--- src/rtl/branch_resolve_unit.sv ---
// Branch resolve unit: in-order queue of decode-time predictions, checked against
// the MEM-stage outcome to produce a registered mispredict/redirect and predictor update.
module branch_resolve_unit #(
  parameter int DEPTH = 4,
  parameter int CNT_W = 32
) (
  input  logic             clk_i,
  input  logic             rst_i,
  input  logic             id_push_i,
  input  logic             id_pred_taken_i,
  input  logic [31:0]      id_pc_i,
  input  logic [31:0]      id_target_i,
  input  logic             mem_resolve_i,
  input  logic             mem_taken_i,
  input  logic [31:0]      mem_target_i,
  output logic             mispredict_o,
  output logic [31:0]      redirect_pc_o,
  output logic             upd_valid_o,
  output logic             upd_taken_o,
  output logic             full_o,
  output logic             empty_o,
  output logic [CNT_W-1:0] branch_cnt_o,
  output logic [CNT_W-1:0] mispredict_cnt_o,
  output logic             err_o
);
  localparam int AW = (DEPTH > 1) ? $clog2(DEPTH) : 1;
  localparam int CW = AW + 1;

  typedef struct packed {
    logic        taken;
    logic [31:0] pc;
    logic [31:0] tgt;
  } entry_t;

  entry_t        q [DEPTH];
  entry_t        head;
  logic [AW-1:0] rd_ptr, wr_ptr;
  logic [CW-1:0] cnt;
  logic          do_res, mis, do_push, err_set;

  assign full_o  = (cnt == CW'(DEPTH));
  assign empty_o = (cnt == '0);
  assign head    = q[rd_ptr];
  assign do_res  = mem_resolve_i && !empty_o;
  assign mis     = do_res && ((head.taken != mem_taken_i) ||
                              (mem_taken_i && (head.tgt != mem_target_i)));
  // A same-cycle pop frees the slot; a mispredict makes the pushed branch wrong-path.
  assign do_push = id_push_i && !mis && (!full_o || do_res);
  assign err_set = (id_push_i && full_o && !do_res) || (mem_resolve_i && empty_o);

  // Entry storage needs no reset: occupancy and pointers define validity.
  always_ff @(posedge clk_i) begin
    if (do_push) q[wr_ptr] <= {id_pred_taken_i, id_pc_i, id_target_i};
  end

  always_ff @(posedge clk_i) begin
    if (rst_i) begin
      rd_ptr           <= '0;
      wr_ptr           <= '0;
      cnt              <= '0;
      mispredict_o     <= 1'b0;
      redirect_pc_o    <= '0;
      upd_valid_o      <= 1'b0;
      upd_taken_o      <= 1'b0;
      branch_cnt_o     <= '0;
      mispredict_cnt_o <= '0;
      err_o            <= 1'b0;
    end else begin
      if (mis) begin
        rd_ptr <= '0;
        wr_ptr <= '0;
        cnt    <= '0;
      end else begin
        if (do_push) wr_ptr <= wr_ptr + 1'b1;
        if (do_res)  rd_ptr <= rd_ptr + 1'b1;
        cnt <= cnt + CW'(do_push) - CW'(do_res);
      end
      mispredict_o <= mis;
      upd_valid_o  <= do_res;
      upd_taken_o  <= do_res && mem_taken_i;
      if (mis) redirect_pc_o <= mem_taken_i ? mem_target_i : head.pc + 32'd4;
      if (do_res && (branch_cnt_o != '1)) branch_cnt_o <= branch_cnt_o + 1'b1;
      if (mis && (mispredict_cnt_o != '1)) mispredict_cnt_o <= mispredict_cnt_o + 1'b1;
      if (err_set) err_o <= 1'b1;
    end
  end
endmodule

--- config.mk ---
export PLATFORM = sky130hd
export DESIGN_NAME = branch_resolve_unit
export DESIGN_NICKNAME = d
export VERILOG_FILES = /design/src/rtl/branch_resolve_unit.sv
export SDC_FILE = /design/constraint.sdc
export NUM_CORES = 1
export LEC_CHECK = 0
export ABC_AREA = 1
export BUFFER_PORTS_ARGS = -buffer_cell sky130_fd_sc_hd__clkbuf_2
export CORE_UTILIZATION = 58
export CTS_CLUSTER_SIZE = 28
export DETAILED_ROUTE_END_ITERATION = 7
export MAX_ROUTING_LAYER = met4
export PLACE_DENSITY = 0.78
export SLEW_MARGIN = 20
export SYNTH_ARGS = -nofsm -noshare
export SYNTH_HDL_FRONTEND = slang
export SYNTH_SLANG_ARGS = --single-unit
--- constraint.sdc ---
create_clock -name clk_i -period 7.25 [get_ports clk_i]
set_input_delay 0.725 -clock clk_i [delete_from_list [all_inputs] [get_ports clk_i]]
set_output_delay 0.725 -clock clk_i [all_outputs]
set_load 0.01 [all_outputs]
==> flow_summary.toml, run 1 <==
[placement]
portBuffers = 203
post-place-ws_ps = 2162
dp.cells = 2365
place.gp.congestion = 0.9032
place_hpwl_um = 30000

[hold_path]
holdCritStartpoint = "id_target_i[20]"
holdPathStages = 1
whs_endpoint = "q[3][20]$_DFFE_PP_"
worstHoldPathType = "in -> reg"

[clock_tree]
ctsLongestPathBuffers = 3
post_cts_buffers = 0
insertion_delay_ps = 550
cts.clk_slew.worst_paths_ps = 60
cts_buffers = 40
post_cts_resized = 0
clock-sinks = 369
cts_hold_buf = 0
cts_tree = "done"
clockRootBuffer = "clkbuf_16"
htreeDepth = 2

[sta]
fin_crit_ps = 5228
skew_ps = 34.57
period_share = 0.7211
holdWs_ps = 392.6
tightest_slew_ps = 1043
fin_ws_ps = 2022
fmax_ghz = 0.1913
tns_ps = 0
setup_violations = 0
hold_violations = 0
relSlewSlack = 0.3045
rsz0062_at_grt = "false"
slew_violations = 0

[routing]
drcViolationCount = 15
antenna_left = 0
wl_met1_um = 18350
avgRoutedWirePerCell_um = 18.31
vias = 13790
via_per_inst = 5.653
first_iter_violations = 1262
wl_met3_um = 3608
drt_first_pass_iters = 8
wl_met2_um = 21210
highest_layer = "met4"
wirelength_um = 44660

[critical_path]
crit_slowest_cell = "nor2_4"
path_class = "reg -> reg"
worst_setup_path_end_kind = "register"
cpPeakStageDelay_ps = 810
r2r_setup_slack_ps = 2020
cp-start-kind = "register"
cp_cell_sequence = "inv_4 -> buf_4 -> nand2_1 -> nand3_1 -> nand2_1 -> xor2_1 -> nand2_1 -> nor2_1 -> nand3_1 -> o21bai_1 -> nand3_1 -> nor2_4 -> buf_4"
worstPathArrival_ps = 5420
critPathRequiredTime_ps = 7440
reg2reg_to = "q[1][47]$_DFFE_PP_"
path_max_fanout = 73
crit_buf_inv = 3
reg2reg_depth = 13
crit_family = "simple AND/OR/NAND/NOR gates"

[logic_synthesis]
synth_area_um2 = 16910
synth_area_per_cell_um2 = 9.215
yosys_register_bits = 369
synthArstFlopShare = 0
ys_warn_count = 0
synth_cells = 1835
yosysUniqueCellTypes = 49
synthFlopType = "edfxtp_1"
synth_nets = 1946
seq_area_frac_synth = 0.5908
synth_edf_count = 260

[global_route]
antenna_found_initial = 0
grt_util_all_layers = 0.3051
grt_pass1_wl_um = 68970
grt_start_max_net_pins = 75
grt_overflow_total = 0
first_global_vias = 13150

[power]
peakVddDrop_uv = 239.5
powerDensity_nw_per_um2 = 323.1
power.leakage_nw = 7.742

[floorplanning]
die_y_um = 172.8
core_um2 = 28700
boundaryPins = 204
die_area_um2 = 29840
start_util = 0.5891
row_count = 62
die_w_um = 172.8

[job]
maxCapViolations = 0

[cells_and_area]
fin_cells = 2439
diodes = 0
post_route_cells_drive_above_1_share = 0.1509
utilization = 0.6766
nets = 2134
syn2layout_area_growth_pct = 14.85

[run_status]
status = "complete, but fails checks"
violations = "DRC"
-- layer usage --
metal,up-vias,track usage
met5,-,-
met4,0,0.1206
met3,99,0.04925
met2,646,0.4918
met1,6488,0.3874
li1,6554,-
-- worst max path at each step --
| stage | startpoint | to | cells after the start |
|---|---|---|---|
| global route | register | q[1][38]$_DFFE_PP_ | 13 |
| CTS | register | q[1][38]$_DFFE_PP_ | 13 |
| detailed placement | register | q[3][24]$_DFFE_PP_ | 13 |
| finish | register | q[1][47]$_DFFE_PP_ | 13 |
| floorplan | register | q[0][0]$_DFFE_PP_ | 15 |
| global placement | register | q[1][32]$_DFFE_PP_ | 13 |
-- cell usage in the layout, fill, tap and decap left out, drive strengths merged, types with 8 or more instances in the layout --
cell and instances:
nor4 11, a21oi 65, nand4 21, inv 128, nand2 602, ha 8
clkinv 16, nor2 159, o211ai 14, o21ai 64, clkbuf 254, buf 13
xnor2 11, nand3b 13, xor2 44, edfxtp 260, nor3 37, nand3 190
dfxtp 109
-- logic make-up after synthesis --
group | count (synthesis) | synth area share
simple gates | 1041 | 0.2627
flops | 369 | 0.5908
buf+inv | 198 | 0.05675
compound gates | 161 | 0.05305
xor+xnor | 55 | 0.02849
fa+ha+maj | 9 | 0.007104
mux | 2 | 0.001184
-- stage by stage --
stage          power, mW  cell area [um2]
6_report           6.274            19420
5_1_grt            6.565            19420
4_1_cts            6.281            19420
3_5_place_dp       4.245            18090
3_3_place_gp       4.201            18090
2_1_floorplan      3.817            16910
-- state kept, by name, summed over array words and instances, names as in the netlist, 2 cells and up, named ones only --
name / flops
q: 260
branch_cnt_o: 32
mispredict_cnt_o: 32
redirect_pc_o: 32
cnt: 3
rd_ptr: 2
wr_ptr: 2
-- Yosys cell counts (2+ instances only) --
library cell,instances,area share
dfxtp_1,109,0.13
nor4_1,11,0.0041
nand4_1,21,0.0078
nor2_2,8,0.0030
xnor2_1,11,0.0057
nand2_1,598,0.13
nor2_8,2,0.0024
nor3b_1,3,0.0013
o211ai_1,14,0.0062
buf_6,17,0.011
buf_4,14,0.0062
nand3b_1,13,0.0058
mux2i_1,2,0.0012
o21ai_0,44,0.013
o21ai_1,20,0.0059
a32oi_1,3,0.0016
nor2_1,148,0.033
inv_2,8,0.0018
nand3_1,190,0.056
nand2_4,2,0.0013
a21oi_1,65,0.019
clkbuf_1,19,0.0042
nor3b_2,2,0.0015
ha_1,8,0.0059
inv_1,119,0.026
a32o_1,2,0.0012
xor2_1,44,0.023
nand2_2,2,0.00074
and2_1,2,0.00074
nor3_1,36,0.011
buf_2,17,0.0050
a31oi_1,5,0.0018
edfxtp_1,260,0.46
-- cell type report --
type,instances,area [um2]
multi-input cells,1268,5991
fillers,2288,9281
inverters,128,483.0
well taps,384,480.5
repair buffers,216,1139
clock buffers,51,1105
flip-flops and latches,369,9995
clock inverters,23,229.0
-- power breakdown --
part / internal [mW] / total, mW / switching (mW)
clock network: 1.22 / 2.04 / 0.813
registers: 2.54 / 2.65 / 0.117
logic: 0.445 / 1.58 / 1.14
total: 4.21 / 6.27 / 2.07
Note: power is estimated with default switching activity, not from simulation.
==> run 2: changes to the inputs <==
--- a/config.mk
+++ b/config.mk
@@ -5,13 +5,13 @@
 export SDC_FILE = /design/constraint.sdc
 export NUM_CORES = 1
 export LEC_CHECK = 0
-export ABC_AREA = 1
+export ABC_AREA = 0
 export BUFFER_PORTS_ARGS = -buffer_cell sky130_fd_sc_hd__clkbuf_2
-export CORE_UTILIZATION = 58
+export CORE_UTILIZATION = 52
 export CTS_CLUSTER_SIZE = 28
 export DETAILED_ROUTE_END_ITERATION = 7
 export MAX_ROUTING_LAYER = met4
-export PLACE_DENSITY = 0.78
+export PLACE_DENSITY = 0.74
 export SLEW_MARGIN = 20
 export SYNTH_ARGS = -nofsm -noshare
 export SYNTH_HDL_FRONTEND = slang
==> constraint.sdc (replaced) <==
create_clock -name clk_i -period 4.6 [get_ports clk_i]
set_input_delay 0.46 -clock clk_i [delete_from_list [all_inputs] [get_ports clk_i]]
set_output_delay 0.46 -clock clk_i [all_outputs]
set_load 0.01 [all_outputs]
==> run 2 against run 1 <==
Compared with the run above:
- critical path depth unchanged
- count of clock-buffer cells in the layout increased by 4
- sequential share of layout area increased by 2.7 points
- hold slack got worse by 240 ps
- critical path type unchanged
- the flow now finishes without violations
==> flow_summary.toml, run 2 <==
[floorplanning]
core_um2 = 29800
die_area_um2 = 31110
start_util = 0.5307
die_w_um = 176.4
boundaryPins = 204
die_y_um = 176.4
row_count = 63

[power]
peakVddDrop_uv = 326.5
power.leakage_nw = 6.454
powerDensity_nw_per_um2 = 499.1

[logic_synthesis]
synthFlopType = "edfxtp_1"
synth-xor-area-share = 0.04930
synth_area_per_cell_um2 = 14.09
synth_top_area_frac = 0.4937
synth_cells = 1122
synthAdderAreaFrac = 0.007596
synth_edf_count = 260
synthMuxAreaShare = 0.1067
synth_area_um2 = 15810
synth_top_family_by_area = "simple AND/OR/NAND/NOR gates"
post-synth-top-count-cell = "edfxtp_1"
synthArstFlopShare = 0
seq_area_frac_synth = 0.6317
ys_warn_count = 0
netlist_top_cells_area = "edfxtp_1 (49%), dfxtp_1 (14%), mux4_2 (5.1%)"
synth-simple-area-share = 0.1133
synth_nets = 1233
synth-compound-area-share = 0.06631
synth_top_area_cell = "edfxtp_1"
yosysUniqueCellTypes = 66
yosys_register_bits = 369
synth_common_cells = "edfxtp_1 (260), dfxtp_1 (109), nor2_1 (63)"

[cells_and_area]
nets = 1442
diodes = 0
finalInstanceArea_um2 = 18450
largest_register = "q"
final_common_cell = "edfxtp_1"
syn2layout_area_growth_pct = 16.65
layout_common_cells = "edfxtp_1 (260), clkbuf_2 (202), dfxtp_1 (107)"
largest_register_ff_count = 260
fin_cells = 1750
post_route_cells_drive_above_1_share = 0.2551

[routing]
wl_met1_um = 15950
wl_met2_um = 17550
vias = 10500
avgRoutedWirePerCell_um = 21.76
drcViolationCount = 0
wirelength_um = 38090
wl_met3_um = 3446
via_per_inst = 5.998
highest_layer = "met4"
drt_first_pass_iters = 6
antenna_left = 0
first_iter_violations = 907

[global_route]
grt_overflow_total = 0
grt_util_all_layers = 0.2532
grt_start_max_net_pins = 103
first_global_vias = 10070
antenna_found_initial = 0
grt_pass1_wl_um = 57910

[critical_path]
crit_buf_inv = 1
critPathRequiredTime_ps = 4960
cp-start-kind = "register"
crit_top_cell = "xnor2_1"
cpPeakStageDelay_ps = 610
cp_cell_sequence = "buf_4 -> mux4_2 -> xnor2_1 -> nand4_1 -> nor4_2 -> o2111ai_2 -> nand2_1 -> a31oi_1 -> ha_1 -> fa_1 -> xnor2_1 -> xnor2_1 -> nor3_1"
reg2reg_depth = 13
reg2reg_to = "cnt[2]$_SDFF_PP0_"
path_class = "reg -> reg"
endpoint = "cnt[2]$_SDFF_PP0_"
path_max_fanout = 27
worstPathArrival_ps = 4300
crit_family = "simple AND/OR/NAND/NOR gates"
crit_slowest_cell = "dfxtp_4"
path_depth = 13
worst_setup_path_end_kind = "register"
r2r_setup_slack_ps = 650

[clock_tree]
cts_tree = "done"
clock-sinks = 369
post_cts_buffers = 0
ctsLongestPathBuffers = 3
cts_hold_buf = 0
cts_buffers = 37
clockRootBuffer = "clkbuf_16"
insertion_delay_ps = 520
post_cts_resized = 0
htreeDepth = 2
cts.clk_slew.worst_paths_ps = 60

[sta]
fin_crit_ps = 3945
tightest_slew_ps = 1101
slew_violations = 0
relSlewSlack = 0.2659
hold_violations = 0
setup_violations = 0
rsz0062_at_grt = "false"
skew_ps = 12.41
period_share = 0.8577
holdWs_ps = 156.6
fmax_ghz = 0.2535
tns_ps = 0

[run_status]
status = "finished, final reports clean"

[job]
maxCapViolations = 0

[placement]
dpl_cell_area_um2 = 17220
place_hpwl_um = 26140
dp.cells = 1682
portBuffers = 203
place.gp.congestion = 0.8734

[hold_path]
worstHoldPathType = "in -> reg"
[run 2: cell count changes after synthesis, moves of 21 or more]
cell | before | now
nand3_1 | 190 | 58
inv_1 | 119 | 15
mux2i_1 | 2 | 28
and3_1 | 0 | 26
nor2_1 | 148 | 63
mux4_1 | 0 | 21
mux4_2 | 0 | 36
nand2_1 | 598 | 47
xnor2_1 | 11 | 51
[run 2: cell families after synthesis]
family	after synthesis
DFF	369
and+or+nand+nor	326
AOI/OAI and AO/OA	167
xor gates and xnor gates	89
muxes	89
buffers and inverters	73
adders and majority gates	9
[run 2: final cells by class]
| cell class | count | area, um2 |
|---|---|---|
| Clock buffer | 55 | 1106 |
| Clock inverter | 13 | 115.1 |
| Tap cell | 390 | 488.0 |
| Multi-Input combinational cell | 680 | 5451 |
| Fill cell | 2237 | 11350 |
| Sequential cell | 369 | 9997 |
| Inverter | 15 | 56.30 |
| Timing Repair Buffer | 228 | 1231 |
[run 2: per-stage QoR]
step | setup WS [ps] | util | total power [mW]
3_3_place_gp | 716.2 | 0.5781 | 6.225
3_5_place_dp | 633.1 | 0.5781 | 6.273
4_1_cts | 610.6 | 0.6190 | 9.263
2_1_floorplan | 215.9 | - | 5.666
5_1_grt | 347.9 | 0.6190 | 9.570
6_report | 654.6 | 0.6190 | 9.206
[run 2: how the worst min path moves through the flow]
| stage | slack, ps | start | to | cells past startpoint |
|---|---|---|---|---|
| global placement | 450 | redirect_pc_o[24]$_SDFFE_PP0P_ | redirect_pc_o[24]$_SDFFE_PP0P_ | 2 |
| global route | 140 | id_pc_i[17] | q[1][49]$_DFFE_PP_ | 1 |
| floorplan | 480 | redirect_pc_o[24]$_SDFFE_PP0P_ | redirect_pc_o[24]$_SDFFE_PP0P_ | 2 |
| CTS | 140 | id_target_i[9] | q[0][9]$_DFFE_PP_ | 1 |
| finish | 160 | id_target_i[26] | q[0][26]$_DFFE_PP_ | 1 |
| detailed placement | 470 | err_o$_SDFFE_PP0P_ | err_o$_SDFFE_PP0P_ | 2 |
[run 2: report_power, final]
group | internal (mW) | switching [mW] | leakage, nW
registers | 3.97 | 0.201 | 3.26
clock network | 1.78 | 1.21 | 0.598
logic | 0.862 | 1.18 | 2.59
total | 6.61 | 2.60 | 6.45
[run 2: metal layers]
layer / global-route usage / vias to the layer above
met2: 0.3829 / 461
met3: 0.05448 / 73
met1: 0.3404 / 5174
met5: - / -
met4: 0.08728 / 0
li1: - / 4788
